`src/rtl/hour_format_module_pkg.sv`:
```
// ============================================================================
// Module      : hour_fmt_pkg
// Description : Shared defaults, chime state encoding and the 24 h -> 12 h
//               conversion helper for the hour formatter slice.
// Revision    : 1.0 - initial release
// ============================================================================
`default_nettype none

package hour_fmt_pkg;

  localparam int unsigned HOUR_W_DEF        = 6;
  localparam int unsigned MID_HOUR_DEF      = 12;
  localparam int unsigned HOURS_PER_DAY_DEF = 24;

  // Chime sequencer state encoding
  localparam logic [1:0] ST_IDLE = 2'd0;
  localparam logic [1:0] ST_WAIT = 2'd1;
  localparam logic [1:0] ST_RING = 2'd2;

  // 24 h hour to 12 h display value (1..mid). Multiples of mid map to mid,
  // so both midnight and noon show as 12.
  function automatic int unsigned to_12h(input int unsigned hour,
                                         input int unsigned mid);
    int unsigned r;
    r = hour % mid;
    return (r == 0) ? mid : r;
  endfunction

endpackage

`default_nettype wire

```
`src/rtl/hour_format_module_if.sv`:
```
// ============================================================================
// Module      : hour_fmt_if
// Description : Bundles the hour formatter's data inputs and display/event
//               outputs. The slave modport belongs to the formatter, the
//               master modport to whoever drives the hour and reads results.
//   hour, mode_toggle, tick        : master -> slave
//   disp_hour, isam, mode24,
//   hour_err, noon_pulse,
//   midnight_pulse, chime          : slave -> master
// Revision    : 1.0 - initial release
// ============================================================================
`default_nettype none

interface hour_fmt_if #(
  parameter int unsigned HOUR_W = hour_fmt_pkg::HOUR_W_DEF
);
  logic [HOUR_W-1:0] hour;
  logic              mode_toggle;
  logic              tick;
  logic [HOUR_W-1:0] disp_hour;
  logic              isam;
  logic              mode24;
  logic              hour_err;
  logic              noon_pulse;
  logic              midnight_pulse;
  logic              chime;

  modport slave (
    input  hour, mode_toggle, tick,
    output disp_hour, isam, mode24, hour_err, noon_pulse, midnight_pulse, chime
  );

  modport master (
    output hour, mode_toggle, tick,
    input  disp_hour, isam, mode24, hour_err, noon_pulse, midnight_pulse, chime
  );
endinterface

`default_nettype wire

```
`src/rtl/hour_format_module_chime.sv`:
```
// ============================================================================
// Module      : hour_chime_seq
// Description : Hour chime sequencer. On every change of the in-range hour it
//               loads the 12 h hour value and then emits one chime strobe per
//               tick until the count is exhausted.
//   clk, reset  : clock, asynchronous active-low reset
//   hour        : current hour (24 h)
//   hour_valid  : hour is within the legal range this cycle
//   armed       : at least one in-range hour has been seen since reset
//   tick        : pacing strobe
//   chime       : registered one-cycle chime strobe
// Revision    : 1.0 - initial release
// ============================================================================
`default_nettype none

module hour_chime_seq
  import hour_fmt_pkg::*;
#(
  parameter int unsigned HOUR_W   = HOUR_W_DEF,
  parameter int unsigned MID_HOUR = MID_HOUR_DEF
) (
  input  logic              clk,
  input  logic              reset,
  input  logic [HOUR_W-1:0] hour,
  input  logic              hour_valid,
  input  logic              armed,
  input  logic              tick,
  output logic              chime
);

  logic [1:0]        state_q,     state_d;
  logic [HOUR_W-1:0] cnt_q,       cnt_d;
  logic [HOUR_W-1:0] last_hour_q, last_hour_d;
  logic              chime_q,     chime_d;
  logic              hour_chg;

  always_comb begin
    state_d     = state_q;
    cnt_d       = cnt_q;
    last_hour_d = last_hour_q;
    hour_chg    = hour_valid && armed && (hour != last_hour_q);

    if (hour_valid) last_hour_d = hour;

    case (state_q)
      ST_IDLE: state_d = ST_IDLE;
      ST_WAIT: if (tick) state_d = ST_RING;
      ST_RING: begin
        cnt_d   = cnt_q - HOUR_W'(1);
        state_d = (cnt_d != '0) ? ST_WAIT : ST_IDLE;
      end
      default: state_d = ST_IDLE;
    endcase

    // A new hour overrides whatever is in flight and restarts the count.
    if (hour_chg) begin
      cnt_d   = HOUR_W'(to_12h(32'(hour), MID_HOUR));
      state_d = ST_WAIT;
    end

    chime_d = (state_d == ST_RING);
  end

  always_ff @(posedge clk or negedge reset) begin
    if (!reset) begin
      state_q     <= ST_IDLE;
      cnt_q       <= '0;
      last_hour_q <= '0;
      chime_q     <= 1'b0;
    end else begin
      state_q     <= state_d;
      cnt_q       <= cnt_d;
      last_hour_q <= last_hour_d;
      chime_q     <= chime_d;
    end
  end

  assign chime = chime_q;

endmodule

`default_nettype wire

```
`src/rtl/hour_format_module.sv`:
```
// ============================================================================
// Module      : hour_format_module
// Description : Registered hour formatter. Converts the 24 h hour count into a
//               12 h or 24 h display hour with AM flag, range error, and
//               one-cycle noon / midnight event pulses.
//   clk    : system clock
//   reset  : asynchronous, active-low reset
//   bus    : hour_fmt_if.slave (hour, mode_toggle, tick in; display/event out)
// Optional feature macro: HOUR_FORMAT_CHIME_EN enables the hour chime
// sequencer; without it chime is tied low and tick is ignored.
// Revision    : 1.0 - initial release
// ============================================================================
`default_nettype none

module hour_format_module
  import hour_fmt_pkg::*;
#(
  parameter int unsigned HOUR_W        = HOUR_W_DEF,
  parameter int unsigned HOURS_PER_DAY = HOURS_PER_DAY_DEF,
  parameter int unsigned MID_HOUR      = MID_HOUR_DEF,
  parameter bit          DEFAULT_24H   = 1'b0
) (
  input  logic        clk,
  input  logic        reset,
  hour_fmt_if.slave   bus
);

  localparam logic [HOUR_W-1:0] C_HPD = HOUR_W'(HOURS_PER_DAY);
  localparam logic [HOUR_W-1:0] C_MID = HOUR_W'(MID_HOUR);

  logic [HOUR_W-1:0] disp_hour_q, disp_hour_d;
  logic              isam_q,      isam_d;
  logic              mode24_q,    mode24_d;
  logic              hour_err_q,  hour_err_d;
  logic              noon_q,      noon_d;
  logic              midnight_q,  midnight_d;
  logic              prev_isam_q, prev_isam_d;
  logic              first_q,     first_d;
  logic              in_range;

  always_comb begin
    in_range    = (bus.hour < C_HPD);
    mode24_d    = mode24_q ^ bus.mode_toggle;
    hour_err_d  = !in_range;
    disp_hour_d = disp_hour_q;
    isam_d      = isam_q;
    noon_d      = 1'b0;
    midnight_d  = 1'b0;
    prev_isam_d = prev_isam_q;
    first_d     = first_q;

    if (in_range) begin
      isam_d      = (bus.hour < C_MID);
      // Uses the post-toggle mode so a toggle shows up with the same latency
      // as an hour change.
      disp_hour_d = mode24_d ? bus.hour
                             : HOUR_W'(to_12h(32'(bus.hour), MID_HOUR));
      // first suppresses an event on the very first sample after reset,
      // where prev_isam still holds its reset value.
      noon_d      =  prev_isam_q && !isam_d && !first_q;
      midnight_d  = !prev_isam_q &&  isam_d && !first_q;
      prev_isam_d = isam_d;
      first_d     = 1'b0;
    end
  end

  always_ff @(posedge clk or negedge reset) begin
    if (!reset) begin
      disp_hour_q <= '0;
      isam_q      <= 1'b0;
      mode24_q    <= DEFAULT_24H;
      hour_err_q  <= 1'b0;
      noon_q      <= 1'b0;
      midnight_q  <= 1'b0;
      prev_isam_q <= 1'b0;
      first_q     <= 1'b1;
    end else begin
      disp_hour_q <= disp_hour_d;
      isam_q      <= isam_d;
      mode24_q    <= mode24_d;
      hour_err_q  <= hour_err_d;
      noon_q      <= noon_d;
      midnight_q  <= midnight_d;
      prev_isam_q <= prev_isam_d;
      first_q     <= first_d;
    end
  end

  assign bus.disp_hour      = disp_hour_q;
  assign bus.isam           = isam_q;
  assign bus.mode24         = mode24_q;
  assign bus.hour_err       = hour_err_q;
  assign bus.noon_pulse     = noon_q;
  assign bus.midnight_pulse = midnight_q;

`ifdef HOUR_FORMAT_CHIME_EN
  hour_chime_seq #(
    .HOUR_W   (HOUR_W),
    .MID_HOUR (MID_HOUR)
  ) u_chime (
    .clk        (clk),
    .reset      (reset),
    .hour       (bus.hour),
    .hour_valid (in_range),
    .armed      (!first_q),
    .tick       (bus.tick),
    .chime      (bus.chime)
  );
`else
  logic unused_tick;
  assign unused_tick = bus.tick;
  assign bus.chime   = 1'b0;
`endif

endmodule

`default_nettype wire

```
`src/flat_wrapper.sv`:
```
// flat-port wrapper written by rule: the top's interface ports become plain ports
module hour_format_module_flat import hour_fmt_pkg::*;
#(
  parameter int unsigned HOUR_W        = HOUR_W_DEF,
  parameter int unsigned HOURS_PER_DAY = HOURS_PER_DAY_DEF,
  parameter int unsigned MID_HOUR      = MID_HOUR_DEF,
  parameter bit          DEFAULT_24H   = 1'b0
)
  (clk, reset, bus_hour, bus_mode_toggle, bus_tick, bus_disp_hour, bus_isam, bus_mode24, bus_hour_err, bus_noon_pulse, bus_midnight_pulse, bus_chime);
  hour_fmt_if #(.HOUR_W(HOUR_W)) bus_i ();
  input  logic clk;
  input  logic reset;
  input wire logic [$bits(bus_i.hour)-1:0] bus_hour;
  input wire logic [$bits(bus_i.mode_toggle)-1:0] bus_mode_toggle;
  input wire logic [$bits(bus_i.tick)-1:0] bus_tick;
  output wire logic [$bits(bus_i.disp_hour)-1:0] bus_disp_hour;
  output wire logic [$bits(bus_i.isam)-1:0] bus_isam;
  output wire logic [$bits(bus_i.mode24)-1:0] bus_mode24;
  output wire logic [$bits(bus_i.hour_err)-1:0] bus_hour_err;
  output wire logic [$bits(bus_i.noon_pulse)-1:0] bus_noon_pulse;
  output wire logic [$bits(bus_i.midnight_pulse)-1:0] bus_midnight_pulse;
  output wire logic [$bits(bus_i.chime)-1:0] bus_chime;
  assign bus_i.hour = bus_hour;
  assign bus_i.mode_toggle = bus_mode_toggle;
  assign bus_i.tick = bus_tick;
  assign bus_disp_hour = bus_i.disp_hour;
  assign bus_isam = bus_i.isam;
  assign bus_mode24 = bus_i.mode24;
  assign bus_hour_err = bus_i.hour_err;
  assign bus_noon_pulse = bus_i.noon_pulse;
  assign bus_midnight_pulse = bus_i.midnight_pulse;
  assign bus_chime = bus_i.chime;
  hour_format_module #(.HOUR_W(HOUR_W), .HOURS_PER_DAY(HOURS_PER_DAY), .MID_HOUR(MID_HOUR), .DEFAULT_24H(DEFAULT_24H)) u_core (.clk(clk), .reset(reset), .bus(bus_i));
endmodule
```
`config.mk`:
```
export PLATFORM = sky130hd
export DESIGN_NAME = hour_format_module_flat
export DESIGN_NICKNAME = d
export VERILOG_FILES = /design/src/rtl/hour_format_module_pkg.sv /design/src/rtl/hour_format_module_if.sv /design/src/rtl/hour_format_module_chime.sv /design/src/rtl/hour_format_module.sv /design/src/flat_wrapper.sv
export SDC_FILE = /design/constraint.sdc
export NUM_CORES = 1
export LEC_CHECK = 0
export ABC_AREA = 1
export BUFFER_PORTS_ARGS = -buffer_cell sky130_fd_sc_hd__buf_2
export CORE_AREA = 2 2 45 47
export DETAILED_ROUTE_END_ITERATION = 10
export DIE_AREA = 0 0 47 49
export GPL_TIMING_DRIVEN = 1
export PLACE_DENSITY = 0.75
export SYNTH_ARGS = -nofsm -noshare
export SYNTH_HDL_FRONTEND = slang
export SYNTH_SLANG_ARGS = --single-unit
export TNS_END_PERCENT = 1
```
`constraint.sdc`:
```
create_clock -name clk -period 2.7 [get_ports clk]
set_clock_uncertainty 0.15 [all_clocks]
set_input_delay 0.135 -clock clk [delete_from_list [all_inputs] [get_ports clk]]
set_output_delay 0.135 -clock clk [all_outputs]
set_load 0.05 [all_outputs]
```
[Yosys cells after proc, flatten, opt, wreduce, memory -nomap -nowiden]
Cells that the tools add are included.
Storage, ports and cells
  register bits: 12
  output and inout port bits: 12
  input bits: 10
  logic and storage cells: 24
Operators by class
  reductions and logical operators: 9
  div/mod/pow operators: 1
  order comparisons: 2
  bitwise operators: 1
  multiplexer cells: 4
Operators with widths (count)
  zero test 32 bit: 1
  modulo 6 x 4 -> 32 bit (second input constant): 1
  two-way mux 6 bit: 2
  less-than comparator 6 x 4 -> 1 bit (second input constant): 1
  less-than comparator 6 x 5 -> 1 bit (second input constant): 1
  logical AND 1 bit: 4
  zero test 1 bit: 4
  two-way mux 1 bit: 2
  bitwise XOR 1 bit: 1

[Longest topological paths before layout]
  depth in word-level cells: 5
  depth in mapped cells: 16
  depth with buffers taken out: 16

[Worst setup path before layout]
No wires, ideal clock.
  kind: input-to-reg
  from: input port bus_hour[4]
  to: register u_core.disp_hour_q[2], in the netlist u_core.bus.disp_hour[2]
  path slack: 1102 ps
  arrival time: 1330 ps
  stages: 13
  library setup time: 118 ps
  data required time: 2432 ps
  path buffers: 0
  cells stage by stage: inv_1 -> ha_1 -> inv_2 -> o2bb2ai_1 -> inv_1 -> nand3_1 -> nand3_1 -> nand4_1 -> nor2_1 -> nand2_1 -> nand2_1 -> nand2_1 -> nand2_1
Between the ends
  longest elaborated chain between the ends: 4
  elaborated cells between the ends (all ways): 5
  classes of those cells: 1 x div; 1 x order compare; 2 x mux; 1 x reduce/logical
RTL lines
  from (decl): line flat_wrapper.sv:13  | input wire logic [$bits(bus_i.hour)-1:0] bus_hour;
  modulo 6 x 4 -> 32 bit: line hour_format_module_pkg.sv:25  | r = hour % mid;
  zero test 32 bit: line hour_format_module_pkg.sv:26  | return (r == 0) ? mid : r;
  two-way mux 6 bit: line hour_format_module_pkg.sv:26
  two-way mux 6 bit: line hour_format_module.sv:56  | disp_hour_d = mode24_d ? bus.hour
  to (signal assigned): line hour_format_module.sv:78  | disp_hour_q <= disp_hour_d;
  to (decl): line hour_format_module.sv:31  | logic [HOUR_W-1:0] disp_hour_q, disp_hour_d;
Several ways; a longest one is shown, not always the timed one.
A chain may end at the register's enable or synchronous reset.

[Worst setup path after layout]
Same ends and word-level chain as after synthesis.

==> impl_metrics.env <==
export IMPL_relSlewSlack=0.646
export IMPL_hold_viol=0
export IMPL_worstReg2RegEnd="u_core.bus.disp_hour[3]"
export IMPL_routabilityCongestion=0.788
export IMPL_die_area_mm2=0.00230
export IMPL_grt_pass1_vias=768
export IMPL_ys_warnings_count=0
export IMPL_end_kind="flop"
export IMPL_areaGrowthSynthToFinish_pct=21.1
export IMPL_ys_seq_elements=12
export IMPL_async_flop_share=1.00
export IMPL_start_kind="input pin"
export IMPL_vias=842
export IMPL_rsz0062_at_grt="false"
export IMPL_synthCells=121
export IMPL_vdd_drop_max_v=0.000464
export IMPL_cts_made_buffers=3
export IMPL_synthTopCellsByCount="nand2_1 (33), inv_1 (15), dfrtp_1 (11)"
export IMPL_root_buffer="clkbuf_4"
export IMPL_n_antenna_cell=0
export IMPL_port_buffer_count=19
export IMPL_wl_per_cell_um=10.2
export IMPL_critical_path_startpoint="bus_hour[4]"
export IMPL_layoutNonFillerInstCount=174
export IMPL_coreArea_mm2=0.00184
export IMPL_tritoncts="done"
export IMPL_finalNetCount=164
export IMPL_min_period_over_period=0.630
export IMPL_synthesis_area_um2=890
export IMPL_cts_sinks=12
export IMPL_die_w_um=47
export IMPL_power_per_cell_area_mw_per_mm2=634
export IMPL_maxCapViolations=0
export IMPL_clk_pin_slew_worst_paths_ns=0.07
export IMPL_drc=0
export IMPL_grt_max_degree=13
export IMPL_status="finished, final reports clean"
export IMPL_synth_ff_type="dfrtp_1"
export IMPL_place_inst=166
export IMPL_path_max_fanout=7
export IMPL_dp_hpwl_mm=1.46
export IMPL_antenna_left=0
export IMPL_hold_slack_ns=0.0324
export IMPL_syn_nets=137
export IMPL_clock_latency_ns=0.26
export IMPL_yosysMostFrequentCell="nand2_1"
export IMPL_synth_top_area_cell="dfrtp_1"
export IMPL_reg2reg_depth=6
export IMPL_syn_avg_cell_area_um2=7.35
export IMPL_wl_mm=1.78
export IMPL_grt_usage=0.167
export IMPL_layout_drive_gt1_share=0.265
export IMPL_rrSetupSlack_ns=1.21
export IMPL_antenna_found_initial=0
export IMPL_clockBufferDepth=2
export IMPL_final_fill_count=202
export IMPL_cp_data_required_time_ns=2.71
export IMPL_htree_levels=1
export IMPL_dr_pass1_iters=2
export IMPL_timing_fmax_ghz=0.588
export IMPL_overflow=0
export IMPL_std_cell_rows=16
export IMPL_hold_class="in2reg"
export IMPL_cts_repair_resized=0
export IMPL_synth_edff_count=0
export IMPL_seq_area_frac_synth=0.339
export IMPL_grt_pass1_wl_mm=2.90
export IMPL_fin_ws_ns=0.998
export IMPL_final_util=0.585
export IMPL_pre_cts_ws_ns=0.714
export IMPL_critical_path_class="in2reg"
export IMPL_period_minus_slack_ns=1.70
export IMPL_setup_viol=0
export IMPL_synth_cell_types=25
export IMPL_routed_via_density=4.84
export IMPL_r2r_start="u_core.bus.mode24"
export IMPL_io_pins=22
export IMPL_synth_area_top_cells="dfrtp_1 (31%), nand2_1 (14%), ha_1 (8.4%), inv_1 (6.3%), nand4_1 (4.9%)"
export IMPL_worst_ep_arrival_time_ns=1.71
export IMPL_endpoint="u_core.bus.disp_hour[2]"
export IMPL_start_util=0.483
export IMPL_leakage_uw=0.000599
export IMPL_maxSlewViolCount=0
export IMPL_die_y_um=49
export IMPL_synth_top_area_share=0.309
export IMPL_tns_ns=0
export IMPL_drt_iter0_markers=4
export IMPL_tightest_slew_ns=0.529
flip-flops by register name, indices dropped and copies added (netlist names):
register                   flops
u_core.bus.isam                1
u_core.bus.noon_pulse          1
u_core.bus.midnight_pulse      1
u_core.bus.mode24              1
u_core.first_q                 1
u_core.bus.disp_hour           6
u_core.bus.hour_err            1
how the worst min path moves through the flow:
stage,from,end,cells past startpoint
2_1_floorplan,reset,u_core.bus.disp_hour[0],0
3_3_place_gp,reset,u_core.bus.isam,1
3_5_place_dp,reset,u_core.bus.disp_hour[4],1
4_1_cts,bus_hour[4],u_core.bus.disp_hour[4],3
5_1_grt,bus_hour[4],u_core.bus.disp_hour[4],3
6_report,bus_hour[4],u_core.bus.disp_hour[4],3
layout make-up:
cell class / count / area [um^2] / share of cell area
Clock buffer: 4 / 26.3 / 0.0244
Inverter: 20 / 76.3 / 0.0708
Multi-Input combinational cell: 88 / 504 / 0.468
Sequential cell: 12 / 302 / 0.280
Tap cell: 27 / 33.8 / 0.0314
Timing Repair Buffer: 23 / 135 / 0.125
per-stage QoR:
stage / total power (uW) / cell area (um^2)
finish: 683 / 1080
global route: 734 / 1080
CTS: 687 / 1080
detailed placement: 570 / 1010
global placement: 562 / 1010
floorplan: 493 / 890
metal layers:
layer / vias to the layer above / track usage / part of all wire
li1: 440 / - / -
met1: 386 / 0.179 / 0.43
met2: 14 / 0.320 / 0.54
met3: 2 / 0.0333 / 0.031
met4: 0 / 0.0278 / 0.0067
met5: - / 0 / 0
layout by cell type, fill, tap and decap left out:
master         count
nand2_1           33
buf_2             19
inv_1             15
dfrtp_1           11
nor2_1             9
nand3_1            8
o21ai_0            7
nand4_1            7
ha_1               6
inv_2              4
dlygate4sd3_1      4
nand2_2            3
nand3_2            3
clkbuf_4           3
nor2_2             2
xor2_1             1
nand2_4            1
clkinv_2           1
a21boi_0           1
nor3_1             1
nor4_1             1
nand3_4            1
o2bb2ai_1          1
a31oi_1            1
a21oi_4            1
conb_1             1
clkbuf_1           1
dfstp_2            1
logic make-up after synthesis:
group / after synthesis / share of synthesized area
buf+inv: 21 / 0.0942
xor+xnor: 1 / 0.00985
flops: 12 / 0.339
compound gates: 11 / 0.0830
fa+ha+maj: 6 / 0.0844
simple gates: 69 / 0.385
other cells: 1 / 0.00422
what timing repair did:
action	4_1_cts	5_1_grt
setup endpoints to repair	0	0
hold buffers	4	0
setup buffers	0	0
endpoints found under the hold margin	15	0
worst max-delay path: stages:
cell	delay (ns)
buf_2	0.13
inv_1	0.10
ha_1	0.22
inv_2	0.10
o2bb2ai_1	0.29
inv_1	0.13
nand3_1	0.13
nand4_1	0.11
nand3_1	0.11
nor2_1	0.04
nand2_1	0.07
nand2_1	0.06
nand2_1	0.05
nand2_1	0.04
power breakdown:
part	internal (uW)	total (uW)	leakage (uW)	switching (uW)
Clock	57.1	111	0.0000150	54.3
Sequential	215	233	0.000147	18.1
Combinational	84.4	338	0.000437	254
No activity file was read; power rests on OpenSTA's default activity.
